`config.mk`:
```
export PLATFORM = sky130hd
export DESIGN_NAME = rob_param
export DESIGN_NICKNAME = d
export VERILOG_FILES = /design/src/rtl/rob_pkg.sv /design/src/rtl/rob_wb_arbiter.sv /design/src/rtl/rob_param.sv
export SDC_FILE = /design/constraint.sdc
export NUM_CORES = 1
export LEC_CHECK = 0
export ABC_CLOCK_PERIOD_IN_PS = 2900
export CORE_MARGIN = 2
export CORE_UTILIZATION = 53
export CTS_CLUSTER_DIAMETER = 60
export DETAILED_ROUTE_END_ITERATION = 8
export GPL_TIMING_DRIVEN = 0
export PLACE_DENSITY_LB_ADDON = 0.1
export RECOVER_POWER = 50
export SLEW_MARGIN = 20
export SYNTH_ARGS = -nofsm -noshare
export SYNTH_HDL_FRONTEND = slang
export SYNTH_SLANG_ARGS = --single-unit
```
`constraint.sdc`:
```
create_clock -name clk -period 2.9 [get_ports clk]
set_input_delay 0.435 -clock clk [delete_from_list [all_inputs] [get_ports clk]]
set_output_delay 0.435 -clock clk [all_outputs]
set_load 0.1 [all_outputs]
```
`src/rtl/rob_pkg.sv`:
```
// Shared types and constants for the parametrised reorder buffer.
// Latency: n/a (declarations only).
// Backpressure: n/a.
package rob_pkg;

  // Default field widths of the standard core configuration.
  localparam int ROB_DATA_W = 8;
  localparam int ROB_REG_AW = 4;
  localparam int ROB_OP_W   = 4;

  // Opcode encoding of the Tomasulo core.
  localparam logic [ROB_OP_W-1:0] OP_SUB   = 4'd0;
  localparam logic [ROB_OP_W-1:0] OP_ADD   = 4'd1;
  localparam logic [ROB_OP_W-1:0] OP_MUL   = 4'd2;
  localparam logic [ROB_OP_W-1:0] OP_DIV   = 4'd3;
  localparam logic [ROB_OP_W-1:0] OP_STORE = 4'd4;
  localparam logic [ROB_OP_W-1:0] OP_LOAD  = 4'd5;

  // One ROB slot in the default configuration.
  typedef struct packed {
    logic                  busy;
    logic                  done;
    logic [ROB_OP_W-1:0]   opcode;
    logic [ROB_REG_AW-1:0] dest;
    logic [ROB_DATA_W-1:0] value;
  } rob_entry_t;

  // Tag width for a given depth; never narrower than one bit.
  function automatic int rob_tag_w(input int depth);
    return (depth > 1) ? $clog2(depth) : 1;
  endfunction

endpackage

```
`src/rtl/rob_wb_arbiter.sv`:
```
// Maps the CDB writeback channels onto per-entry hits, lowest channel wins.
// Latency: purely combinational.
// Backpressure: none; every channel is always accepted here, filtering happens in the ROB.
module rob_wb_arbiter
  import rob_pkg::*;
#(
  parameter int DEPTH    = 8,
  parameter int TAG_W    = 3,
  parameter int DATA_W   = 8,
  parameter int WB_PORTS = 2
) (
  input  logic [WB_PORTS-1:0]        wb_valid_i,
  input  logic [WB_PORTS*TAG_W-1:0]  wb_tag_i,
  input  logic [WB_PORTS*DATA_W-1:0] wb_value_i,
  output logic [DEPTH-1:0]           hit_o,
  output logic [DEPTH*DATA_W-1:0]    hit_value_o
);

  // Scan channels from highest to lowest so the lowest index overwrites last.
  always_comb begin
    hit_o       = '0;
    hit_value_o = '0;
    for (int e = 0; e < DEPTH; e++) begin
      for (int p = WB_PORTS - 1; p >= 0; p--) begin
        if (wb_valid_i[p] && (wb_tag_i[p*TAG_W +: TAG_W] == TAG_W'(e))) begin
          hit_o[e]                         = 1'b1;
          hit_value_o[e*DATA_W +: DATA_W]  = wb_value_i[p*DATA_W +: DATA_W];
        end
      end
    end
  end

endmodule

```
`src/rtl/rob_param.sv`:
```
// Parametrised reorder buffer: in-order alloc, out-of-order CDB writeback, in-order commit.
// Latency: WB to commit >= 1 cycle; lookups bypass same-cycle writebacks combinationally.
// Backpressure: alloc_ready from registered count only; commit held until commit_ready.
module rob_param #(
  parameter int DEPTH    = 8,
  parameter int TAG_W    = rob_pkg::rob_tag_w(DEPTH),
  parameter int DATA_W   = 8,
  parameter int REG_AW   = 4,
  parameter int OP_W     = 4,
  parameter int WB_PORTS = 2,
  parameter logic [OP_W-1:0] OP_STORE = 4'b0100
) (
  input  logic                       clk,
  input  logic                       rst,
  input  logic                       flush,
  input  logic                       alloc_valid,
  output logic                       alloc_ready,
  input  logic [OP_W-1:0]            alloc_opcode,
  input  logic [REG_AW-1:0]          alloc_dest,
  output logic [TAG_W-1:0]           alloc_tag,
  input  logic [WB_PORTS-1:0]        wb_valid,
  input  logic [WB_PORTS*TAG_W-1:0]  wb_tag,
  input  logic [WB_PORTS*DATA_W-1:0] wb_value,
  input  logic [2*TAG_W-1:0]         look_tag,
  output logic [1:0]                 look_done,
  output logic [2*DATA_W-1:0]        look_value,
  output logic                       commit_valid,
  input  logic                       commit_ready,
  output logic                       commit_we,
  output logic [REG_AW-1:0]          commit_dest,
  output logic [DATA_W-1:0]          commit_value,
  output logic [TAG_W-1:0]           commit_tag,
  output logic [TAG_W:0]             count,
  output logic                       empty,
  output logic                       full
);
  import rob_pkg::*;

  logic [TAG_W-1:0]  head_q, head_d, tail_q, tail_d;
  logic [TAG_W:0]    count_q, count_d;
  logic [DEPTH-1:0]  busy_q, busy_d, done_q, done_d;
  logic [OP_W-1:0]   op_q   [DEPTH];
  logic [OP_W-1:0]   op_d   [DEPTH];
  logic [REG_AW-1:0] dest_q [DEPTH];
  logic [REG_AW-1:0] dest_d [DEPTH];
  logic [DATA_W-1:0] val_q  [DEPTH];
  logic [DATA_W-1:0] val_d  [DEPTH];

  logic [DEPTH-1:0]        wb_hit;
  logic [DEPTH*DATA_W-1:0] wb_hit_val;
  logic                    alloc_fire, commit_fire;
  logic [TAG_W-1:0]        lt;

  rob_wb_arbiter #(
    .DEPTH(DEPTH), .TAG_W(TAG_W), .DATA_W(DATA_W), .WB_PORTS(WB_PORTS)
  ) u_wb_arb (
    .wb_valid_i (wb_valid),
    .wb_tag_i   (wb_tag),
    .wb_value_i (wb_value),
    .hit_o      (wb_hit),
    .hit_value_o(wb_hit_val)
  );

  assign empty        = (count_q == '0);
  assign full         = (count_q == (TAG_W+1)'(DEPTH));
  assign alloc_ready  = !full;
  assign alloc_tag    = tail_q;
  assign commit_tag   = head_q;
  assign count        = count_q;
  // A reset or flush cycle must never present a retiring instruction.
  assign commit_valid = !rst && !flush && !empty && done_q[head_q];
  assign commit_we    = commit_valid && (op_q[head_q] != OP_STORE);
  assign commit_dest  = dest_q[head_q];
  assign commit_value = val_q[head_q];
  assign alloc_fire   = alloc_valid && alloc_ready;
  assign commit_fire  = commit_valid && commit_ready;

  // Next state: writeback completion, then retire at head, then allocate at tail.
  always_comb begin
    head_d  = head_q;
    tail_d  = tail_q;
    count_d = count_q;
    busy_d  = busy_q;
    done_d  = done_q;
    op_d    = op_q;
    dest_d  = dest_q;
    val_d   = val_q;
    for (int e = 0; e < DEPTH; e++) begin
      if (wb_hit[e] && busy_q[e] && !done_q[e]) begin
        done_d[e] = 1'b1;
        val_d[e]  = wb_hit_val[e*DATA_W +: DATA_W];
      end
    end
    if (commit_fire) begin
      busy_d[head_q] = 1'b0;
      done_d[head_q] = 1'b0;
      head_d         = head_q + 1'b1;
    end
    if (alloc_fire) begin
      busy_d[tail_q] = 1'b1;
      done_d[tail_q] = 1'b0;
      op_d[tail_q]   = alloc_opcode;
      dest_d[tail_q] = alloc_dest;
      val_d[tail_q]  = '0;
      tail_d         = tail_q + 1'b1;
    end
    case ({alloc_fire, commit_fire})
      2'b10:   count_d = count_q + 1'b1;
      2'b01:   count_d = count_q - 1'b1;
      default: count_d = count_q;
    endcase
  end

  // Operand lookup with bypass from the writeback bus for not-yet-done entries.
  always_comb begin
    lt         = '0;
    look_done  = '0;
    look_value = '0;
    for (int i = 0; i < 2; i++) begin
      lt = look_tag[i*TAG_W +: TAG_W];
      if (busy_q[lt]) begin
        if (done_q[lt]) begin
          look_done[i]                 = 1'b1;
          look_value[i*DATA_W +: DATA_W] = val_q[lt];
        end else if (wb_hit[lt]) begin
          look_done[i]                 = 1'b1;
          look_value[i*DATA_W +: DATA_W] = wb_hit_val[lt*DATA_W +: DATA_W];
        end
      end
    end
  end

  // State register; reset and flush both return to the empty buffer.
  always_ff @(posedge clk) begin
    if (rst || flush) begin
      head_q  <= '0;
      tail_q  <= '0;
      count_q <= '0;
      busy_q  <= '0;
      done_q  <= '0;
      op_q    <= '{default: '0};
      dest_q  <= '{default: '0};
      val_q   <= '{default: '0};
    end else begin
      head_q  <= head_d;
      tail_q  <= tail_d;
      count_q <= count_d;
      busy_q  <= busy_d;
      done_q  <= done_d;
      op_q    <= op_d;
      dest_q  <= dest_d;
      val_q   <= val_d;
    end
  end

endmodule
```
---- Yosys cells after proc, flatten, opt, wreduce, memory -nomap -nowiden ----
Index checks and enable logic that the tools add are counted.
word-level totals
  register bits ........................... 154
  latch bits .............................. 0
  RAM bits ................................ 0
  bits in read-only memories .............. 0
  input bits .............................. 43
  memories kept ........................... 0
operators by class
  $add $sub $neg .......................... 4
  multipliers ............................. 0
  div/mod/pow operators ................... 0
  magnitude comparators ................... 11
  equal/unequal tests ..................... 18
  shift-type cells ........................ 2
  multiplexer cells ....................... 105
  bitwise operators ....................... 12
  reductions and logical operators ........ 58
operators by type and width
  cell                                                                           count
  8-bit 2-to-1 mux                                                               41
  64-bit by 7-bit variable part select with 8-bit output                         2
  8-bit binary-select mux with 3-bit select                                      3
  64-bit bitwise AND                                                             1
  32-bit bitwise mux                                                             2
  64-bit 2-to-1 mux                                                              1
  64-bit inverter                                                                1
  1-bit logical AND                                                              41
  1-bit 2-to-1 mux                                                               39
  8-bit bitwise AND                                                              3
  4-bit binary-select mux with 3-bit select                                      2
  8-bit demux with 3-bit select                                                  1
  3-bit equality test (second input constant)                                    8
  1-bit binary-select mux with 3-bit select                                      7
  4-bit 2-to-1 mux                                                               5
  4-bit greater-or-equal comparator (second input constant)                      4
  3-bit by 4-bit less-than comparator with 1-bit output (second input constant)  4
  3-bit inverter with 4-bit output                                               4
  8-bit inverter                                                                 2
  4-bit demux with 3-bit select                                                  1
  3-bit by 2-bit equality test with 1-bit output (second input constant)         4
  1-bit zero test                                                                12
  8-bit OR                                                                       1
  4-bit case mux with 2 select lines                                             1
  other kinds (15)                                                               20

---- Longest topological paths before layout ----
  word-level depth ........................ 11
  gate-level depth with buffers ........... 14
  depth with buffers taken out ............ 12

---- Modules after synthesis ----
A second synthesis with hierarchy kept.
second synthesis, totals
  cells, all modules ...................... 989
  area total of the unflattened synthesis .. 10229.8 µm²
modules (own cells, without submodules)
  module          times used  cells an instance  area an instance (µm²)  sequential area each (µm²)
  rob_param       1           870                9272.6                  3083.0
  rob_wb_arbiter  1           119                957.2                   0.0

---- Worst setup path before layout ----
No wires, ideal clock.
  kind .................................... flip-flop to flip-flop
  from .................................... register count_q[1] (netlist: count[1])
  to ...................................... register count_q[2] (netlist: count[2])
  data arrival time ....................... 6.145 ns
  data required time ...................... 2.830 ns
  path slack .............................. -3.315 ns
  cell stages (with the launch flop) ...... 15
  cells stage by stage .................... dfxtp_1 -> buf_2 -> nor4_1 -> nand2b_1 -> a21oi_2 -> nand2_1 -> inv_1 -> buf_2 -> ha_1 -> xor2_1 -> ha_1 -> a21oi_1 -> xor2_1 -> or3_1 -> a21oi_1
on the way
  cells in the longest elaborated chain, start to end .. 7
  elaborated cells on any way between the ends .. 14
ends and longest elaborated chain
  element                                                                                RTL line          source
  start, declared                                                                        rob_param.sv:40   logic [TAG_W:0] count_q, count_d;
  start signal, assigned                                                                 rob_param.sv:147  count_q <= count_d;
  4-bit zero test *                                                                      rob_param.sv:64   assign empty = (count_q == '0);
  net empty                                                                              rob_param.sv:34   output logic empty,
  1-bit zero test *                                                                      rob_param.sv:71   assign commit_valid = !rst && !flush && !empty && done_q[head_q];
  1-bit logical AND * (2 in series)                                                      rob_param.sv:71
  net commit_valid                                                                       rob_param.sv:27   output logic commit_valid,
  1-bit logical AND *                                                                    rob_param.sv:76   assign commit_fire = commit_valid && commit_ready;
  2-bit by 1-bit equality test with 1-bit output or 2-bit equality test (tied branches)  rob_param.sv:107  case ({alloc_fire, commit_fire})
  4-bit case mux with 2 select lines or 2-bit nonzero test (tied branches)               -
Mark *: on every way through the listed nets, which the timed path passes. The rest lies on a longest branch.
A chain may end at the register's enable or synchronous reset.

---- Worst setup path after layout ----
  from .................................... input port rst
  to ...................................... output port commit_we
on the way
  cells in the longest elaborated chain, start to end .. 5
ends and longest elaborated chain
  element                          RTL line         source
  start, declared                  rob_param.sv:14  input logic rst,
  1-bit zero test                  rob_param.sv:71
  1-bit logical AND (3 in series)  rob_param.sv:71
  1-bit logical AND                rob_param.sv:72  assign commit_we = commit_valid && (op_q[head_q] != OP_STORE);
  end, declared                    rob_param.sv:29  output logic commit_we,
Every way passes these cells.

==> key figures <==
Outcome
  – Status: finished with violations
  – Failing checks: setup timing

Timing
  – PnR worst setup slack: -202 ps
  – WHS: approximately 370 ps
  – Max_slew headroom: 0.153
  – Clock Skew: 14.4 ps
  – Fmax: 322 MHz
  – Final Max Tran Viols: 0
  – Setup TNS after final layout: -2030 ps
  – Period utilization: 1.07
  – Tmin final: slightly above 3000 ps
  – Slew @ Worst Pin: 1260 ps
  – RSZ-0062 raised after global routing: true
  – Final Hold Viols: 0
  – Final setup violation count: 17

Clock tree
  – Clock sinks: 154
  – CTS tree: done
  – Clock latency on the worst-skew pair: about 440 ps
  – Clock Tree Buf Depth: 2
  – Number of H-tree levels: 4
  – Clk slew on worst S/H paths: around 80 ps
  – Number of buffers created by CTS: 17
  – Clk root buf: clkbuf_16

Setup path
  – Dominant cell type by count on the critical path: buf_4
  – Startpoint types: primary input
  – Depth of the most critical reg-to-reg path: 15
  – Delay-heaviest family, CP: buffers and inverters
  – Reg-to-Reg Start: done_q[1]
  – WP data arrival: roughly 2700 ps
  – CP required: 2470 ps
  – Slowest cell on crit path: nor2_1
  – R2r endpoint: count[2]
  – Worst Setup End Kind: output port
  – CP bufs+invs: 4
  – Flop2flop setup slack: -50 ps
  – Critical path, cell by cell: dlygate4sd3_1 -> nor2_1 -> nand2b_4 -> a21oi_1 -> buf_4 -> buf_4 -> o41a_2 -> buf_4
  – Worst-path fanout max: 5
  – Setup Crit Path Kind: in -> out
  – Max incr delay on CP: approximately 560 ps

Job
  – Max-cap check violation count: 0

Detailed routing
  – Vias: ~12,000
  – Vias per inst: 7.08
  – Final WL: around 47 mm
  – Antenna-violating nets left: 0
  – Detailed Route Iter0 Violations: ~1,500
  – DR WL/cell: around 27 um
  – Number of iterations in the first detailed-routing pass: 6
  – DRC Markers: 0

Die
  – Die area: roughly 22,000 um2
  – Core ar.: 20,400 um2
  – Top Ports: around 90
  – Die Height: ~150 um
  – Die width: 148 um
  – Initial Util: 0.543
  – Row cnt: 52

Hold path
  – WHS Path Cells: 3
  – Hold Crit Start: alloc_dest[1]
  – Hold EP: dest_q[25]
  – Worst hold path type: in -> reg

Synthesis
  – Number of enable flip-flop cells after synthesis: 0
  – Count of cell types in the netlist: 86
  – Synth Flop Type: dfxtp_1
  – Seq cells post-synth: about 150
  – Share of synthesized registers carrying an async set or reset: 0
  – Synth warn: 0
  – Syn Nets: about 1,300
  – Register area share after synthesis: 0.279
  – Syn avg cell area: 8.57 um2
  – Mapped Cells: about 1,300
  – Synthesized area: between 10,000 and 15,000 um2

Finish
  – Final #Nets: approximately 1,500
  – N_diodes: 0
  – Post-route cell area: roughly 15,000 um2
  – Area delta synth->final: 35.6%
  – Layout cells sized above 1: 0.332
  – Most common cell after layout, fill and taps aside: nor2_1
  – Most frequent cells in the layout: 146 x nor2_1, 140 x dfxtp_1, 117 x mux2i_1
  – Core Util, Final: 0.736
  – Final std cells w/o fill: ~1,700

Placed design
  – Gpl congestion: slightly above 1
  – DP Area: approximately 13,000 um2
  – Port-buffer cells: 65
  – Placed cell count: ~1,600
  – Post-detail-place hpwl: around 33 mm

GRT
  – GR Overflow Total: 0
  – Initial antenna violation count: 0
  – First-pass GRT wire length: around 69 mm
  – GR Util All Layers: 0.415
  – Number of global-route vias before repair: 11,582
  – Pin count of the biggest net entering global routing: 17

Power
  – PwrDens: between 300 and 400 nW/um2
  – Max rail drop VDD: ~0.40 mV
  – P_leak: about 5.4 nW
[power breakdown]
group / switching [mW] / internal, mW
clock network: 1.04 / 1.39
registers: 0.00834 / 2.11
logic: 0.610 / 0.351
[Yosys cell counts (7+ instances only)]
library cell	instances	share of area
a211oi_1	54	0.037
a21oi_1	56	0.025
a221o_1	10	0.0091
a221oi_1	20	0.016
a22oi_1	32	0.022
a311oi_1	8	0.0063
a31oi_1	28	0.016
a32oi_1	8	0.0063
and2_1	8	0.0045
and3_1	8	0.0045
buf_1	9	0.0031
buf_2	48	0.022
buf_4	7	0.0048
clkbuf_1	69	0.023
dfxtp_1	154	0.28
inv_1	12	0.0041
mux2_2	21	0.021
mux2i_1	126	0.11
mux4_2	44	0.090
nand2_1	120	0.041
nand2b_1	21	0.012
nand3_1	27	0.012
nor2_1	151	0.051
nor2b_1	8	0.0045
nor3_1	12	0.0054
nor4_1	10	0.0057
o211ai_1	10	0.0068
o21ai_0	32	0.014
o22ai_1	26	0.015
o2bb2ai_1	7	0.0055
[per-stage QoR]
stage	setup WS (ps)	total power [mW]
2_1_floorplan	-676	2.71
3_3_place_gp	-1900	2.94
3_5_place_dp	-1890	2.95
4_1_cts	-138	5.43
5_1_grt	-217	5.62
6_report	-202	5.51
[cells by family after synthesis]
family	after synthesis	synth area share
flops	154	0.279
compound gates	347	0.221
fa+ha+maj	5	0.00566
mux	192	0.228
buf+inv	152	0.0622
xor+xnor	11	0.00872
simple gates	429	0.196
[registers in the layout, summed over array words and instances, names as in the netlist]
name / cells
op_q: 32
busy_q: 8
commit_tag: 3
val_q: 64
count: 4
alloc_tag: 3
done_q: 8
dest_q: 32
[worst max-delay path by stage]
stage | start | end | slack (ps) | depth (start not counted)
4_1_cts | done_q[7] | look_value[5] | -140 | 6
3_5_place_dp | wb_valid[0] | look_value[0] | -1890 | 9
3_3_place_gp | wb_valid[0] | look_value[0] | -1900 | 9
6_report | rst | commit_we | -200 | 8
2_1_floorplan | count[0] | count[2] | -680 | 13
5_1_grt | done_q[1] | look_value[9] | -220 | 8
[routing by layer]
metal  vias to the layer above  global-route usage  part of all wire
met1                      5837               0.523              0.37
met4                         0               0.216             0.063
met3                       239              0.0844              0.11
met5                         -                   0                 0
met2                       938               0.675              0.45
li1                       5200                   -                 -
[layout make-up]
class | count | area, um2
fillers | 1521 | 5380
inverters | 15 | 65.1
clock inverters | 13 | 166
plain buffers | 129 | 896
clock buffers | 19 | 464
multi-input cells | 984 | 8510
repair buffers | 142 | 1430
flip-flops and latches | 154 | 3120
well taps | 270 | 338
[worst reg2reg max path: cells and delay by family, from the launching register on]
kind | cells | cell delay (ps)
compound gates | 3 | 520
xor+xnor | 2 | 280
fa+ha+maj | 2 | 340
buf+inv | 4 | 400
flops | 1 | 360
mux | 2 | 550
simple gates | 2 | 420
[repair_timing]
item / 4_1_cts / 5_1_grt
gates cloned: 4 / 1
endpoints found under the setup margin: 37 / 25
pin swaps: 51 / 33
buffers inserted: 54 / 18
hold buffers: 0 / 0
gates resized for setup: 451 / 90
Power figures use the tool's default switching activity.
